File: src/rtl/rr_req_frontend.sv
// Requester front end for the 8-way round-robin arbiter: per-channel FIFOs drive req, registered grant pops one head word to a shared sink.
// Latency: grant cycle -> out_valid next cycle; unusable grants (empty channel / stalled sink) are counted, never retried here.
module rr_req_frontend #(
    parameter int NCH    = 8,
    parameter int DATA_W = 16,
    parameter int DEPTH  = 4
) (
    input  logic                  clk,
    input  logic                  rst_n,
    input  logic [NCH-1:0]        in_valid,
    input  logic [NCH*DATA_W-1:0] in_data,
    output logic [NCH-1:0]        in_ready,
    output logic [NCH-1:0]        req,
    input  logic [NCH-1:0]        grant,
    output logic                  out_valid,
    output logic [DATA_W-1:0]     out_data,
    output logic [2:0]            out_ch,
    input  logic                  out_ready,
    output logic                  grant_err,
    output logic [7:0]            waste_cnt
);
    localparam int PW = $clog2(DEPTH);
    localparam int CW = PW + 1;

    logic [DATA_W-1:0] mem   [NCH][DEPTH];
    logic [CW-1:0]     count [NCH];
    logic [PW-1:0]     wptr  [NCH];
    logic [PW-1:0]     rptr  [NCH];

    logic [NCH-1:0] push;
    logic [NCH-1:0] pop;
    logic           g_one;
    logic           g_multi;
    logic [2:0]     g_idx;
    logic           accept;
    logic [DATA_W-1:0] head;

    always_comb begin
        for (int i = 0; i < NCH; i++) begin
            in_ready[i] = (count[i] != CW'(DEPTH));
            req[i]      = (count[i] != '0);
        end
    end

    assign push = in_valid & in_ready;

    // Single-bit grant test without a popcount: clearing the lowest set bit leaves zero.
    assign g_one   = (grant != '0) && ((grant & (grant - NCH'(1))) == '0);
    assign g_multi = (grant != '0) && !g_one;

    always_comb begin
        g_idx = '0;
        for (int i = 0; i < NCH; i++) begin
            if (grant[i]) g_idx = i[2:0];
        end
    end

    assign head   = mem[g_idx][rptr[g_idx]];
    assign accept = g_one && (count[g_idx] != '0) && (!out_valid || out_ready);

    always_comb begin
        pop = '0;
        if (accept) pop[g_idx] = 1'b1;
    end

    always_ff @(posedge clk) begin
        for (int i = 0; i < NCH; i++) begin
            if (push[i]) mem[i][wptr[i]] <= in_data[i*DATA_W +: DATA_W];
        end
    end

    always_ff @(posedge clk or negedge rst_n) begin
        if (!rst_n) begin
            for (int i = 0; i < NCH; i++) begin
                count[i] <= '0;
                wptr[i]  <= '0;
                rptr[i]  <= '0;
            end
        end else begin
            for (int i = 0; i < NCH; i++) begin
                if (push[i]) wptr[i] <= wptr[i] + PW'(1);
                if (pop[i])  rptr[i] <= rptr[i] + PW'(1);
                if (push[i] && !pop[i])      count[i] <= count[i] + CW'(1);
                else if (pop[i] && !push[i]) count[i] <= count[i] - CW'(1);
            end
        end
    end

    always_ff @(posedge clk or negedge rst_n) begin
        if (!rst_n) begin
            out_valid <= 1'b0;
            out_data  <= '0;
            out_ch    <= '0;
            grant_err <= 1'b0;
            waste_cnt <= '0;
        end else begin
            if (accept) begin
                out_valid <= 1'b1;
                out_data  <= head;
                out_ch    <= g_idx;
            end else if (out_valid && out_ready) begin
                out_valid <= 1'b0;
            end
            if (g_multi) grant_err <= 1'b1;
            if (g_one && !accept && waste_cnt != 8'hFF) waste_cnt <= waste_cnt + 8'd1;
        end
    end
endmodule

File: config.mk
export PLATFORM = sky130hd
export DESIGN_NAME = rr_req_frontend
export DESIGN_NICKNAME = d
export VERILOG_FILES = /design/src/rtl/rr_req_frontend.sv
export SDC_FILE = /design/constraint.sdc
export NUM_CORES = 1
export LEC_CHECK = 0
export ABC_AREA = 1
export CAP_MARGIN = 10
export CORE_ASPECT_RATIO = 0.8
export CORE_MARGIN = 2
export CORE_UTILIZATION = 50
export CTS_CLUSTER_DIAMETER = 200
export DETAILED_ROUTE_END_ITERATION = 8
export PLACE_DENSITY = 0.8
export SLEW_MARGIN = 20
export SYNTH_ARGS = -nofsm -noshare
export SYNTH_HDL_FRONTEND = slang
export SYNTH_SLANG_ARGS = --single-unit
File: constraint.sdc
create_clock -name clk -period 3.1 [get_ports clk]
set_clock_uncertainty 0.05 [all_clocks]
set_input_delay 0.31 -clock clk [delete_from_list [all_inputs] [get_ports clk]]
set_output_delay 0.31 -clock clk [all_outputs]
set_load 0.02 [all_outputs]
==> out/metrics.csv <==
metric,value,unit
CTS tree,yes,
Root Driver,clkbuf_16,
Setup Crit Path Kind,in -> reg,
Final Slew Violations,0,
WL final,82400,um
Core ar.,55100,um2
gr usage total,28.6,%
setup ws final,453,ps
"CTS clk-pin slew, worst paths",60,ps
routed len/inst,22.1,um
HP Class,in -> async,
status,completed,
Final ANT Viol Nets,0,
largest net degree at the start of global routing,132,
setup violators final,0,
clock tree sinks,597,
Synth Area per Inst,10.3,um2
Slew @ Worst Pin,735,ps
die area,57600,um2
I/O Buffers,191,
TNS Setup,0,ps
fin crit period,2650,ps
largest family of logic cells by synthesized area,simple AND/OR/NAND/NOR gates,
HPWL after DPL,57500,um
final hold violations,0,
initial core utilization,50.5,%
area growth from synthesis to layout,17.4,%
Synth Area in XOR/XNOR,1.35,%
CTS Buf Count,56,
# nets final,3125,
multiplexer share of the synthesized area,0,%
Max-Cap Viols,0,
Area contributors post-synth,"edfxtp_1, nand2_1, nand3_1",
Tcrit/Tclk final,85.4,%
Post-Syn Area,27800,um2
vias in the first global route,19800,
worst IR drop on VDD,0.426,mV
Post-Synth Simple-Gate Area,22.0,%
crit path buf inv count,5,
Compound-Gate Fraction of Synth Area,2.20,%
Post-Place Setup Slack,-133,ps
Die Y,215,um
Leakage,14.0,nW
CP Capture Type,flop,
CP max-delay cell,clkdlybuf4s50_1,
Post-CTS Hold Buffers,1,
area share of the largest cell type after synthesis,55.3,%
CP Max Fanout,5,
Post-DP Area,30900,um2
post-CTS setup buffer count,0,
Layout Utilization,59.3,%
grt ovf,0,
Max clock buf depth,3,
Post-Synthesis Net Count,2903,
share of cells above drive strength 1,7.24,%
"Warnings, synthesis",0,
Crit path max-delay family,buffers and inverters,
Post-Place Cells,3620,
Yosys cell types,37,
CP Cell Sequence,clkdlybuf4s50_1 -> nor2_4 -> inv_2 -> o21ai_0 -> nand2_1 -> inv_1 -> o2111ai_1 -> nor2_1 -> buf_4 -> nand4_1 -> ha_1 -> inv_1 -> fa_1 -> nor2_1 -> a21oi_1,
Std-Cell Rows,77,
Detailed Route Iter0 Violations,2797,
PostCTS Resize Cnt,0,
Clock Latency Late Sink,640,ps
RSZ-0062 raised after global routing,false,
die width,268,um
drt drc,0,
Placer Congestion,0.954,
power per cell area,727,nW/um2
via/cell ratio,5.54,
Post-Syn Instances,2707,
CP peak stage delay,500,ps
initial antenna violation count,7,
fmax,378,MHz
First-pass DRT Iterations,6,
first-pass GRT wire length,122000,um
sequential share of the synthesized area,62.9,%
total number of vias,20600,
cell taking the most area after synthesis,edfxtp_1,
Seq cells post-synth,597,
H-Tree Depth,2,
worst path required time,3550,ps
"Arr. time, crit path",3100,ps
nature of the critical path startpoint,input pin,
Slew Limit Headroom,51.0,%
design area,32700,um2
Post-Synth Adder-Cell Area,2.42,%
I/O pins,192,
fin cells,3721,
-- path summary, 6_finish.rpt --
kind	startpoint	endpoint	slack, ps	cells past startpoint
worst min-delay path	rst_n	waste_cnt[0]	230	2
worst min register to register	grant_err	grant_err	440	1
min in group clk	in_data[113]	mem[7][49]	270	1
worst max-delay path	grant[4]	count[22]	450	15
worst max register to register	count[13]	count[8]	570	14
max in group asynchronous	rst_n	count[15]	2090	3
-- cells in the mapped netlist --
master	number
o22ai_1	1
clkbuf_1	20
a21oi_1	78
nor2_2	2
o21ai_2	1
nand2_2	2
o21ai_1	4
nand3_1	440
nand3_2	2
a21boi_2	1
buf_1	7
o2111ai_1	1
nand2_1	606
nor2_4	5
nand4_1	7
inv_1	467
a21oi_4	2
xor2_1	27
and3_1	1
xnor2_1	16
nor2_1	59
nor4_1	2
edfxtp_1	512
or2_2	1
buf_4	25
fa_1	8
ha_1	41
buf_6	6
o21ai_0	27
inv_2	7
dfrtp_1	85
nand2_4	3
nand3b_1	160
nand3_4	1
buf_2	78
nor3_1	1
nor3b_1	1
-- cells by family (layout without fill, tap and decap cells) --
kind of cell	after synthesis	after routing
simple gates	1293	1293
buf+inv	610	873
flops	597	597
compound gates	115	115
fa+ha+maj	49	49
xor+xnor	43	43
other cells	0	1
-- sequential cells by signal (all words and copies together) (netlist names), 3 cells and up --
name	cells
mem	512
wptr	16
waste_cnt	8
rptr	16
out_data	16
count	24
out_ch	3
-- final cells by class --
cell class | instances | area, um2
Antenna cell | 1 | 2.50
Clock buffer | 67 | 1460
Timing Repair Buffer | 300 | 2840
Fill cell | 4396 | 22400
Sequential cell | 597 | 17500
Clock inverter | 32 | 317
Multi-Input combinational cell | 1500 | 7810
Inverter | 474 | 1780
Tap cell | 750 | 938
-- power by group --
group | total, mW | internal (mW) | switching, mW
sequential | 11.3 | 10.6 | 0.703
combinational | 5.66 | 1.92 | 3.74
clock | 6.79 | 3.78 | 3.01
-- metrics by stage --
stage | hold WS (ps) | total power, mW
floorplan | -35.6 | 14.4
global placement | 353 | 16.6
detailed placement | 369 | 17.0
CTS | 244 | 23.7
global route | 257 | 24.7
finish | 230 | 23.7
-- metal layers --
layer | global-route usage [%] | wire length (um) | share of wire, %
met5 | 0 | 60 | 0.073
met3 | 7.79 | 10100 | 12
met4 | 11.5 | 3580 | 4.3
met1 | 40.4 | 32800 | 40
met2 | 42.2 | 35800 | 43
-- cell usage in the layout, fill, tap and decap left out, types with 3 or more instances in the layout --
| cell | count |
|---|---|
| o21ai_0 | 27 |
| nand3_1 | 440 |
| clkdlybuf4s50_1 | 190 |
| clkinvlp_4 | 3 |
| clkbuf_16 | 56 |
| dfrtp_1 | 85 |
| nand3b_1 | 160 |
| nor2_1 | 59 |
| xnor2_1 | 16 |
| buf_12 | 9 |
| ha_1 | 41 |
| inv_2 | 6 |
| nand2_1 | 606 |
| bufinv_16 | 5 |
| nand4_1 | 7 |
| fa_1 | 8 |
| edfxtp_1 | 512 |
| inv_1 | 467 |
| o21ai_1 | 4 |
| xor2_1 | 27 |
| a21oi_1 | 78 |
| clkbuf_1 | 9 |
| clkinv_1 | 11 |
| nor2_4 | 5 |
| buf_4 | 100 |
| clkinv_2 | 8 |
No activity file was read; power rests on OpenSTA's default activity.
